### config.mk
export PLATFORM = sky130hd
export DESIGN_NAME = norn_filt
export DESIGN_NICKNAME = d
export VERILOG_FILES = /design/src/rtl/norn_pkg.sv /design/src/rtl/norn_qual.sv /design/src/rtl/norn_filt.sv
export SDC_FILE = /design/constraint.sdc
export NUM_CORES = 1
export LEC_CHECK = 0
export BUFFER_PORTS_ARGS = -buffer_cell sky130_fd_sc_hd__clkbuf_2
export CAP_MARGIN = 20
export CORE_MARGIN = 3
export CORE_UTILIZATION = 57
export CTS_BUF_LIST = sky130_fd_sc_hd__clkbuf_8
export DETAILED_ROUTE_END_ITERATION = 16
export PLACE_DENSITY = 0.81
export SLEW_MARGIN = 20
export SYNTH_ARGS = -nofsm -noshare
export SYNTH_HDL_FRONTEND = slang
export SYNTH_SLANG_ARGS = --single-unit
### constraint.sdc
create_clock -name clk -period 2.35 [get_ports clk]
set_input_delay 0 -clock clk [delete_from_list [all_inputs] [get_ports clk]]
set_output_delay 0 -clock clk [all_outputs]
set_load 0.005 [all_outputs]
### src/rtl/norn_pkg.sv
// Shared types and sizing helpers for the norn_filt enable-loop fault filter.
package norn_pkg;

  typedef enum logic [1:0] {
    IDLE  = 2'd0,
    BLANK = 2'd1,
    RUN   = 2'd2,
    FAULT = 2'd3
  } state_t;

  localparam int BLANK_W   = 8;
  localparam int N_MIN     = 2;
  localparam int N_MAX     = 16;
  localparam int FILT_MIN  = 1;
  localparam int FILT_MAX  = 15;
  localparam int BLANK_MAX = 255;

  function automatic int cnt_w(input int filt);
    return $clog2(filt + 1);
  endfunction

endpackage

### src/rtl/norn_qual.sv
// Per-channel debounce: a saturating run-length counter that flags the FILT-th
// consecutive active sample while counting is enabled.
module norn_qual import norn_pkg::*; #(
  parameter int FILT = 3
) (
  input  logic clk,
  input  logic rst,
  input  logic run,
  input  logic active,
  output logic qual
);

  localparam int CW = cnt_w(FILT);

  logic [CW-1:0] cnt;

  // Any gap in activity, or leaving RUN, restarts the run length from zero.
  always_ff @(posedge clk) begin
    if (rst || !run || !active) begin
      cnt <= '0;
    end else if (cnt != CW'(FILT)) begin
      cnt <= cnt + CW'(1);
    end
  end

  assign qual = active && (cnt == CW'(FILT - 1));

endmodule

### src/rtl/norn_filt.sv
// Enable-loop fault filter: blanks after enable, debounces N channels and
// latches a sticky fault with the offending channel vector until cleared.
module norn_filt #(
  parameter int N     = 4,
  parameter int FILT  = 3,
  parameter int BLANK = 8
) (
  input  logic         clk,
  input  logic         rst,
  input  logic         CELV,
  input  logic         CELG,
  input  logic         SUB,
  input  logic         en,
  input  logic         clr,
  input  logic [N-1:0] i,
  input  logic [N-1:0] mask,
  output logic         o,
  output logic         flt,
  output logic [N-1:0] flt_src,
  output logic [1:0]   st
);

  // The BLANK parameter shadows the imported state literal, so that state is
  // always named through the package scope in this module.
  import norn_pkg::*;

  if (N < N_MIN || N > N_MAX) begin : g_bad_n
    $error("norn_filt: N must be within 2..16");
  end
  if (FILT < FILT_MIN || FILT > FILT_MAX) begin : g_bad_filt
    $error("norn_filt: FILT must be within 1..15");
  end
  if (BLANK < 0 || BLANK > BLANK_MAX) begin : g_bad_blank
    $error("norn_filt: BLANK must be within 0..255");
  end

  state_t             state, state_nxt;
  logic [BLANK_W-1:0] bcnt, bcnt_nxt;
  logic [N-1:0]       active, qual, hit;
  logic               run_cnt, fault_entry, clr_take;
  logic               unused_pins;

  assign unused_pins = ^{CELV, CELG, SUB};

  assign active      = i & ~mask;
  assign hit         = (state == RUN) ? qual : '0;
  assign fault_entry = |hit;
  assign clr_take    = (state == FAULT) && clr;
  assign run_cnt     = (state == RUN) && (state_nxt == RUN);

  for (genvar k = 0; k < N; k++) begin : g_ch
    norn_qual #(.FILT(FILT)) u_qual (
      .clk    (clk),
      .rst    (rst),
      .run    (run_cnt),
      .active (active[k]),
      .qual   (qual[k])
    );
  end

  always_comb begin
    state_nxt = state;
    bcnt_nxt  = bcnt;
    case (state)
      IDLE: begin
        if (en) begin
          if (BLANK == 0) begin
            state_nxt = RUN;
          end else begin
            state_nxt = norn_pkg::BLANK;
            bcnt_nxt  = BLANK_W'(BLANK);
          end
        end
      end
      norn_pkg::BLANK: begin
        if (!en) begin
          state_nxt = IDLE;
          bcnt_nxt  = '0;
        end else begin
          bcnt_nxt = bcnt - BLANK_W'(1);
          if (bcnt == BLANK_W'(1)) begin
            state_nxt = RUN;
          end
        end
      end
      RUN: begin
        if (fault_entry) begin
          state_nxt = FAULT;
        end else if (!en) begin
          state_nxt = IDLE;
        end
      end
      FAULT: begin
        // Clear wins over anything else; enable decides whether to re-blank.
        if (clr) begin
          if (!en) begin
            state_nxt = IDLE;
          end else if (BLANK == 0) begin
            state_nxt = RUN;
          end else begin
            state_nxt = norn_pkg::BLANK;
            bcnt_nxt  = BLANK_W'(BLANK);
          end
        end
      end
      default: state_nxt = IDLE;
    endcase
  end

  always_ff @(posedge clk) begin
    if (rst) begin
      state   <= IDLE;
      bcnt    <= '0;
      o       <= 1'b1;
      flt     <= 1'b0;
      flt_src <= '0;
    end else begin
      state <= state_nxt;
      bcnt  <= bcnt_nxt;
      o     <= (state_nxt != FAULT);
      flt   <= (state_nxt == FAULT);
      if (fault_entry) begin
        flt_src <= hit;
      end else if (clr_take) begin
        flt_src <= '0;
      end
    end
  end

  assign st = state;

endmodule

After elaboration in Yosys (flattened, before gate mapping)

Cells that the tools add are included.

Output and inout bits: 8
Input port bits: 15
Logic and storage cells: 68
Flip-flop bits (word level): 24

Reductions and logical operators: 21
Muxes and demuxes: 15
Bitwise gates (word level): 2
Eq/ne operators: 16
$add $sub $neg: 5

Operators with widths:

| kind                                              | number |
|---|---|
| 2-to-1 mux 8 bit                                  | 3 |
| one-hot mux 8 bit (3 select lines)                | 1 |
| == test 2 bit (second input constant)             | 8 |
| 2-to-1 mux 2 bit                                  | 6 |
| 2-to-1 mux 4 bit                                  | 3 |
| != test 2 bit (second input constant)             | 6 |
| adder 2 x 1 -> 2 bit (second input constant)      | 4 |
| == test 8 x 1 -> 1 bit (second input constant)    | 1 |
| one-hot mux 2 bit (4 select lines)                | 1 |
| subtractor 8 x 1 -> 8 bit (second input constant) | 1 |
| logical AND 1 bit                                 | 6 |
| logical NOT 1 bit                                 | 5 |
| logical OR 1 bit                                  | 5 |
| AND 4 bit                                         | 1 |
| inverter 4 bit                                    | 1 |
| OR reduction 4 bit                                | 1 |
| nonzero test 3 bit                                | 1 |
| == test 2 x 1 -> 1 bit (second input constant)    | 1 |
| logical NOT 2 bit                                 | 1 |
| AND reduction 2 bit                               | 1 |
| nonzero test 2 bit                                | 1 |
| 2-to-1 mux 1 bit                                  | 1 |

Logic depth before layout (Yosys ltp)

Gate-level depths: netlist (run 1).

Depth after elaboration: 12
Depth in mapped cells: 6

Hierarchy

A second synthesis (run 1) with hierarchy kept.

Cell total of the unflattened synthesis: 137
Area, all modules: 1290.0 µm²

By module, submodules not included:

| module    | times used | seq. area each (µm²) | cells an instance | area an instance (µm²) |
|---|---|---|---|---|
| norn_filt | 1          | 320.3                | 89                | 834.6 |
| norn_qual | 4          | 40.0                 | 12                | 113.9 |

Worst setup path before layout (run 1)

Ideal clock, no wire load.

Kind: reg2reg
Start: register bcnt[0]
End: register g_ch[0].u_qual.cnt[0]
Required time: 2.272 ns
Clock period less this slack: 1.702 ns
Cell stages (with the launch flop): 6
Library setup time: 0.078 ns
Slack: 0.648 ns
Data arrival time: 1.623 ns
Path through: dfxtp_1 -> ha_1 -> or4b_4 -> o32ai_4 -> nand4_4 -> nor3_1

Word-level cells in the longest chain between the ends: 9

Ends and longest elaborated chain:

| item                               | RTL line         | source |
|---|---|---|
| start: declaration                 | norn_filt.sv:38  | `logic [BLANK_W-1:0] bcnt, bcnt_nxt;` |
| start signal: assignment           | norn_filt.sv:119 | `bcnt <= bcnt_nxt;` |
| == test 8 x 1 -> 1 bit             | norn_filt.sv:81  | `if (bcnt == BLANK_W'(1)) begin` |
| 2-to-1 mux 2 bit                   | norn_filt.sv:81  |  |
| 2-to-1 mux 2 bit                   | norn_filt.sv:76  | `if (!en) begin` |
| one-hot mux 2 bit (4 select lines) | norn_filt.sv:64  | `case (state)` |
| == test 2 bit                      | norn_filt.sv:49  | `assign run_cnt = (state == RUN) && (state_nxt == RUN);` |
| logical AND 1 bit                  | norn_filt.sv:49  |  |
| logical NOT 1 bit                  | norn_qual.sv:19  | `if (rst \|\| !run \|\| !active) begin` |
| logical OR 1 bit (2 in a row)      | norn_qual.sv:19  |  |
| end signal: assignment             | norn_qual.sv:22  | `cnt <= cnt + CW'(1);` |
| end: declaration                   | norn_qual.sv:15  | `logic [CW-1:0] cnt;` |

No other way between the ends.
A chain may end at the register's enable or synchronous reset.

Worst setup path after layout (run 1)

Start: register bcnt[0]
End: register g_ch[2].u_qual.cnt[0]

Word-level cells in the longest chain between the ends: 9

Ends and longest elaborated chain:

| item                               | RTL line |
|---|---|
| == test 8 x 1 -> 1 bit             | norn_filt.sv:81 |
| 2-to-1 mux 2 bit                   | norn_filt.sv:81 |
| 2-to-1 mux 2 bit                   | norn_filt.sv:76 |
| one-hot mux 2 bit (4 select lines) | norn_filt.sv:64 |
| == test 2 bit                      | norn_filt.sv:49 |
| logical AND 1 bit                  | norn_filt.sv:49 |
| logical NOT 1 bit                  | norn_qual.sv:19 |
| logical OR 1 bit (2 in a row)      | norn_qual.sv:19 |
| end signal: assignment             | norn_qual.sv:22 |
| end: declaration                   | norn_qual.sv:15 |

No other way between the ends.

==> results of run 1 <==
-- flip-flops by register name (all words and copies together), names as in the netlist --
| register | cells |
|---|---|
| bcnt | 8 |
| st | 2 |
| g_ch.u_qual.cnt | 8 |
| o | 1 |
| flt_src | 4 |
| flt | 1 |
-- worst max-delay path, stage by stage (launching register included) --
cell and delay (ns):
dfxtp_1 0.42, ha_1 0.18, or4b_4 0.48, o32ai_4 0.33, nand4_4 0.21, nor3_1 0.21
-- worst paths after layout --
kind                           endpoint  slack [ns]  depth (start not counted)
hold / removal    g_ch[3].u_qual.cnt[1]        0.01                          3
setup / recovery  g_ch[2].u_qual.cnt[0]        0.44                          5
hold reg to reg              flt_src[2]        0.51                          2
setup reg to reg  g_ch[2].u_qual.cnt[0]        0.44                          5
-- area by class of cell --
type	count	area share (%)
flip-flops and latches	24	33.19
clock buffers	3	2.852
multi-input cells	108	52.72
repair buffers	19	6.569
well taps	27	2.334
inverters	9	2.334
-- kinds of logic (layout without fill, tap and decap cells) --
| kind of cell | Yosys count | after routing |
|---|---|---|
| DFF | 24 | 24 |
| xor gates and xnor gates | 4 | 4 |
| and+or+nand+nor | 60 | 60 |
| buffers and inverters | 13 | 31 |
| AOI/OAI and AO/OA | 34 | 34 |
| adders and majority gates | 10 | 10 |
-- layer usage --
metal | part of all wire, % | vias to the layer above
met2 | 48 | 32
li1 | - | 571
met3 | 4.9 | 7
met1 | 45 | 538
met5 | 0 | -
met4 | 1.6 | 0
-- synthesized netlist by cell type, drive strengths merged, types with 2 or more instances --
library cell  count
dfxtp            24
nor3             12
or3b              4
nand2             4
a21oi            13
clkbuf            2
nand2b            5
o22ai             4
ha               10
inv               9
nand4b            2
a211oi            2
nor2             16
xor2              4
nand3             3
nand3b            7
nand4             2
a311oi            2
buf               2
o21ai             4
-- where the power goes --
group	internal (mW)	leakage, nW	total [mW]	switching (mW)
combinational	0.0284	0.372	0.0693	0.0410
clock	0.114	0.0216	0.237	0.123
sequential	0.413	0.194	0.422	0.00881
total	0.556	0.588	0.728	0.173
==> results.sh, run 1 <==
export IMPL_cp_arrival_ns=2.09
export IMPL_grt_max_degree=22
export IMPL_fin_crit_ns=1.909
export IMPL_firstDrtPassIters=4
export IMPL_final_cell_area_sq_mm=0.001448
export IMPL_yosysWarnings=0
export IMPL_cts_tree="built"
export IMPL_dp_cells=187
export IMPL_power_density_mw_per_mm2=503.2
export IMPL_startpoint_type="flip-flop"
export IMPL_cts_hold_fix_buffers=0
export IMPL_async_flop_share_pct=0
export IMPL_synth_top_family_by_area="simple AND/OR/NAND/NOR gates"
export IMPL_whs_ns=0.01468
export IMPL_postRouteAntennaNets=0
export IMPL_synth_net_count=170
export IMPL_worstMarginPinSlew_ns=0.8084
export IMPL_place_ws_ns=0.4264
export IMPL_grt_pass1_vias=1035
export IMPL_drive_gt1_share_pct=18.40
export IMPL_crit_start="bcnt[0]"
export IMPL_wl_mm=2.771
export IMPL_synth_simple_area_share_pct=28.02
export IMPL_synth_main_ff_cell="dfxtp_1"
export IMPL_synth_area_per_cell_sq_um=8.931
export IMPL_critPathCaptureType="flip-flop"
export IMPL_n_fill_cell=164
export IMPL_start_util_pct=62.80
export IMPL_p_total_mw=0.7285
export IMPL_synth_area_sq_mm=0.001295
export IMPL_grt_setup_unrepaired="no"
export IMPL_numCtsBuffers=3
export IMPL_synthAdderAreaFrac_pct=9.662
export IMPL_vias=1148
export IMPL_synthMuxAreaShare_pct=0
export IMPL_ios=23
export IMPL_synth_compound_gate_area_share_pct=18.55
export IMPL_core_area_sq_mm=0.002062
export IMPL_leakage_nw=0.5882
export IMPL_clock_path_buffers=2
export IMPL_seq_area_sq_um=480.5
export IMPL_synth_top_cell_by_area="dfxtp_1"
export IMPL_drc_errors=0
export IMPL_met3_usage_pct=3.324
export IMPL_setup_violations=0
export IMPL_final_core_util_pct=70.21
export IMPL_path_max_fanout=8
export IMPL_synth_top_area_share_pct=37.10
export IMPL_ctsHtreeMaxLevel=1
export IMPL_max_freq_mhz=523.8
export IMPL_core_rowCount=16
export IMPL_layout_commonest_cell="dfxtp_1"
export IMPL_yosysSeqAreaShare_pct=37.10
export IMPL_cts_root_buf="clkbuf_8"
export IMPL_ctsResizeCount=0
export IMPL_setup_ws_ns=0.4409
export IMPL_hp_start="i[3]"
export IMPL_grt_usage_pct=21.06
export IMPL_diodes=0
export IMPL_place_congestion=0.8303
export IMPL_synth_area_top_cells="dfxtp_1 37%, ha_1 9.7%, a21oi_1 5.0%"
export IMPL_clock_latency_ns=0.26
export IMPL_max_slew_margin_rel_pct=45.61
export IMPL_wl_per_cell_um=14.58
export IMPL_ir_worst_vdd_mv=0.3351
export IMPL_outcome="completed"
export IMPL_yosysUniqueCellTypes=37
export IMPL_cap_violations=0
export IMPL_grtUsageMet2_pct=35.48
export IMPL_area_growth_pct=11.79
export IMPL_drt_iter0_drc=22
export IMPL_grt_busiest_layer="met2"
export IMPL_synth_edff_count=0
export IMPL_clock_skew_final_ns=0.004192
export IMPL_final_hold_violation_count=0
export IMPL_die_w_um=53.67
export IMPL_post_route_period_util_pct=81.24
export IMPL_crit_type="flip-flop to flip-flop"
export IMPL_syn_inst=145
export IMPL_layout_common_cells="24 x dfxtp_1, 19 x clkbuf_2, 16 x nor2_1"
export IMPL_grtUsageMet1_pct=26.87
export IMPL_cts_sinks=24
export IMPL_die_area_sq_mm=0.002880
export IMPL_multi_input_area_sq_um=763.2
export IMPL_clk_pin_slew_ns=0.08
export IMPL_synthXorXnorAreaFrac_pct=2.705
export IMPL_maxSlewViolCount=0
export IMPL_vias_per_cell=6.042
export IMPL_synth_seq_cells=24
export IMPL_postPlaceCellArea_sq_mm=0.001406
export IMPL_antenna_found_initial=0
export IMPL_port_buffer_count=19
export IMPL_finalNetCount=190
export IMPL_die_height_um=53.67
export IMPL_setup_tns_ns=0
export IMPL_hpwl_mm=2.081
export IMPL_fin_cells=190
export IMPL_crit_reg2reg_launch="bcnt[0]"
export IMPL_grt_overflow_total=0
export IMPL_grt_pass1_wl_mm=4.457
export IMPL_hold_path_class="input port to flip-flop"
export IMPL_post_cts_buffers=0
export IMPL_required_ns=2.53
Note: power is estimated with default switching activity, not from simulation.
==> run 2, diff against run 1 <==
- clock period: 2.35 -> 1.8 ns (I/O delays scaled with it)
==> results.sh, run 2 (synthesis results as in run 1) <==
export IMPL_fin_crit_ns=1.744
export IMPL_wl_per_cell_um=14.72
export IMPL_cts_hold_fix_buffers=0
export IMPL_drt_iter0_drc=35
export IMPL_ctsHtreeMaxLevel=1
export IMPL_switching_share_pct=24.04
export IMPL_postRouteAntennaNets=0
export IMPL_worstReg2RegEnd="g_ch[3].u_qual.cnt[0]"
export IMPL_crit_type="flip-flop to flip-flop"
export IMPL_cap_violations=0
export IMPL_drc_errors=0
export IMPL_rrSetupSlack_ns=0.06
export IMPL_seq_power_share_pct=56.9
export IMPL_finalNetCount=197
export IMPL_clock_latency_ns=0.27
export IMPL_die_w_um=53.67
export IMPL_cts_tree="built"
export IMPL_whs_path_depth=3
export IMPL_start_util_pct=62.80
export IMPL_min_to="g_ch[3].u_qual.cnt[1]"
export IMPL_antenna_found_initial=0
export IMPL_combPwrFrac_pct=10.8
export IMPL_max_slew_margin_rel_pct=74.00
export IMPL_max_freq_mhz=573.3
export IMPL_cts_root_buf="clkbuf_8"
export IMPL_worstMarginPinSlew_ns=0.3886
export IMPL_p_total_mw=0.9690
export IMPL_ios=23
export IMPL_ir_worst_vdd_mv=0.6185
export IMPL_p_clk_share_pct=32.3
export IMPL_hp_start="i[3]"
export IMPL_place_congestion=0.8485
export IMPL_required_ns=2.00
export IMPL_firstDrtPassIters=4
export IMPL_core_rowCount=16
export IMPL_final_hold_violation_count=0
export IMPL_grt_pass1_wl_mm=4.823
export IMPL_cts_sinks=24
export IMPL_leakage_nw=0.6350
export IMPL_grt_setup_unrepaired="yes"
export IMPL_die_area_sq_mm=0.002880
export IMPL_rr_worst_depth=6
export IMPL_top_regs="bcnt: 8 flops, g_ch.u_qual.cnt: 8 flops, flt_src: 4 flops"
export IMPL_numCtsBuffers=3
export IMPL_power_density_mw_per_mm2=622.1
export IMPL_layout_common_cells="20 x dfxtp_1, 19 x clkbuf_2, 15 x nor2_1"
export IMPL_p_int_mw=0.7360
export IMPL_outcome="completed"
export IMPL_core_area_sq_mm=0.002062
export IMPL_setup_violations=0
export IMPL_critPathCaptureType="flip-flop"
export IMPL_grt_usage_pct=23.22
export IMPL_post_route_period_util_pct=96.91
export IMPL_vias_per_cell=5.909
export IMPL_layout_commonest_cell="dfxtp_1"
export IMPL_drive_gt1_share_pct=30.00
export IMPL_die_height_um=53.67
export IMPL_cp_arrival_ns=1.94
export IMPL_crit_reg2reg_launch="bcnt[1]"
export IMPL_startpoint_type="flip-flop"
export IMPL_area_growth_pct=20.29
export IMPL_grt_overflow_total=0
export IMPL_grt_pass1_vias=1078
export IMPL_final_core_util_pct=75.55
export IMPL_vias=1164
export IMPL_hold_path_class="input port to flip-flop"
export IMPL_port_buffer_count=19
export IMPL_path_max_fanout=8
export IMPL_hpwl_mm=2.086
export IMPL_clock_path_buffers=2
export IMPL_clk_pin_slew_ns=0.08
export IMPL_diodes=0
export IMPL_grt_max_degree=21
export IMPL_maxSlewViolCount=0
export IMPL_wl_mm=2.900
export IMPL_p_sw_mw=0.2330
export IMPL_clock_skew_final_ns=0.002480
==> run 2: worst max-delay path by stage <==
stage / start / to / slack [ns] / depth (start not counted)
floorplan: bcnt[0] / g_ch[0].u_qual.cnt[0] / 0.1 / 5
global placement: bcnt[1] / g_ch[2].u_qual.cnt[1] / 0.05 / 6
detailed placement: bcnt[1] / g_ch[2].u_qual.cnt[0] / -0.05 / 6
CTS: g_ch[3].u_qual.cnt[0] / o / 0.003 / 6
global route: bcnt[1] / g_ch[2].u_qual.cnt[1] / -0.05 / 6
finish: bcnt[1] / g_ch[3].u_qual.cnt[0] / 0.06 / 6
==> run 2: cell type report <==
cell class / count / area, sq um
fillers: 158 / 504.2
well taps: 27 / 33.78
flip-flops and latches: 24 / 485.5
inverters: 9 / 33.78
clock buffers: 3 / 41.29
multi-input cells: 108 / 815.8
repair buffers: 26 / 147.6
==> run 2: per-layer routing <==
layer | GRT usage, % | wire length (um) | up-vias
li1 | - | - | 581
met1 | 30.29 | 1311 | 544
met2 | 37.70 | 1416 | 34
met3 | 4.155 | 130 | 5
met4 | 8.936 | 42 | 0
met5 | 0 | 0 | -
==> run 2: critical path, cell delays in order (launching register included) <==
cell	delay (ns)
dfxtp_2	0.33
inv_2	0.07
ha_4	0.11
or4b_4	0.47
o32ai_4	0.27
nand4_4	0.23
nor3_2	0.19
==> run 2: stage by stage <==
step / hold WS (ns) / TNS [ns] / setup slack (ns) / std cells / cell area, sq um
after floorplan: 0.1669 / 0 / 0.09826 / 145 / 1295
after global placement: 0.2759 / 0 / 0.05463 / 193 / 1451
after detailed placement: 0.2861 / -0.05847 / -0.04514 / 193 / 1451
after CTS: 0.001684 / 0 / 0.003206 / 196 / 1503
after global routing: 0.05492 / -0.1255 / -0.04574 / 197 / 1558
final: 0.03624 / 0 / 0.05558 / 197 / 1558
==> run 2: what timing repair did <==
| action | 4_1_cts | 5_1_grt |
|---|---|---|
| pin swaps | 2 | 6 |
| endpoints found under the hold margin | 0 | 0 |
| buffers inserted | 0 | 1 |
| resized for setup | 2 | 16 |
| endpoints found under the setup margin | 6 | 12 |
==> run 2: power groups by stage <==
stage	combinational [mW]	sequential, mW	clock [mW]
floorplan	0.0622	0.558	0
global placement	0.0933	0.561	0
detailed placement	0.0971	0.562	0
CTS	0.0979	0.549	0.325
global route	0.115	0.552	0.348
finish	0.105	0.551	0.313
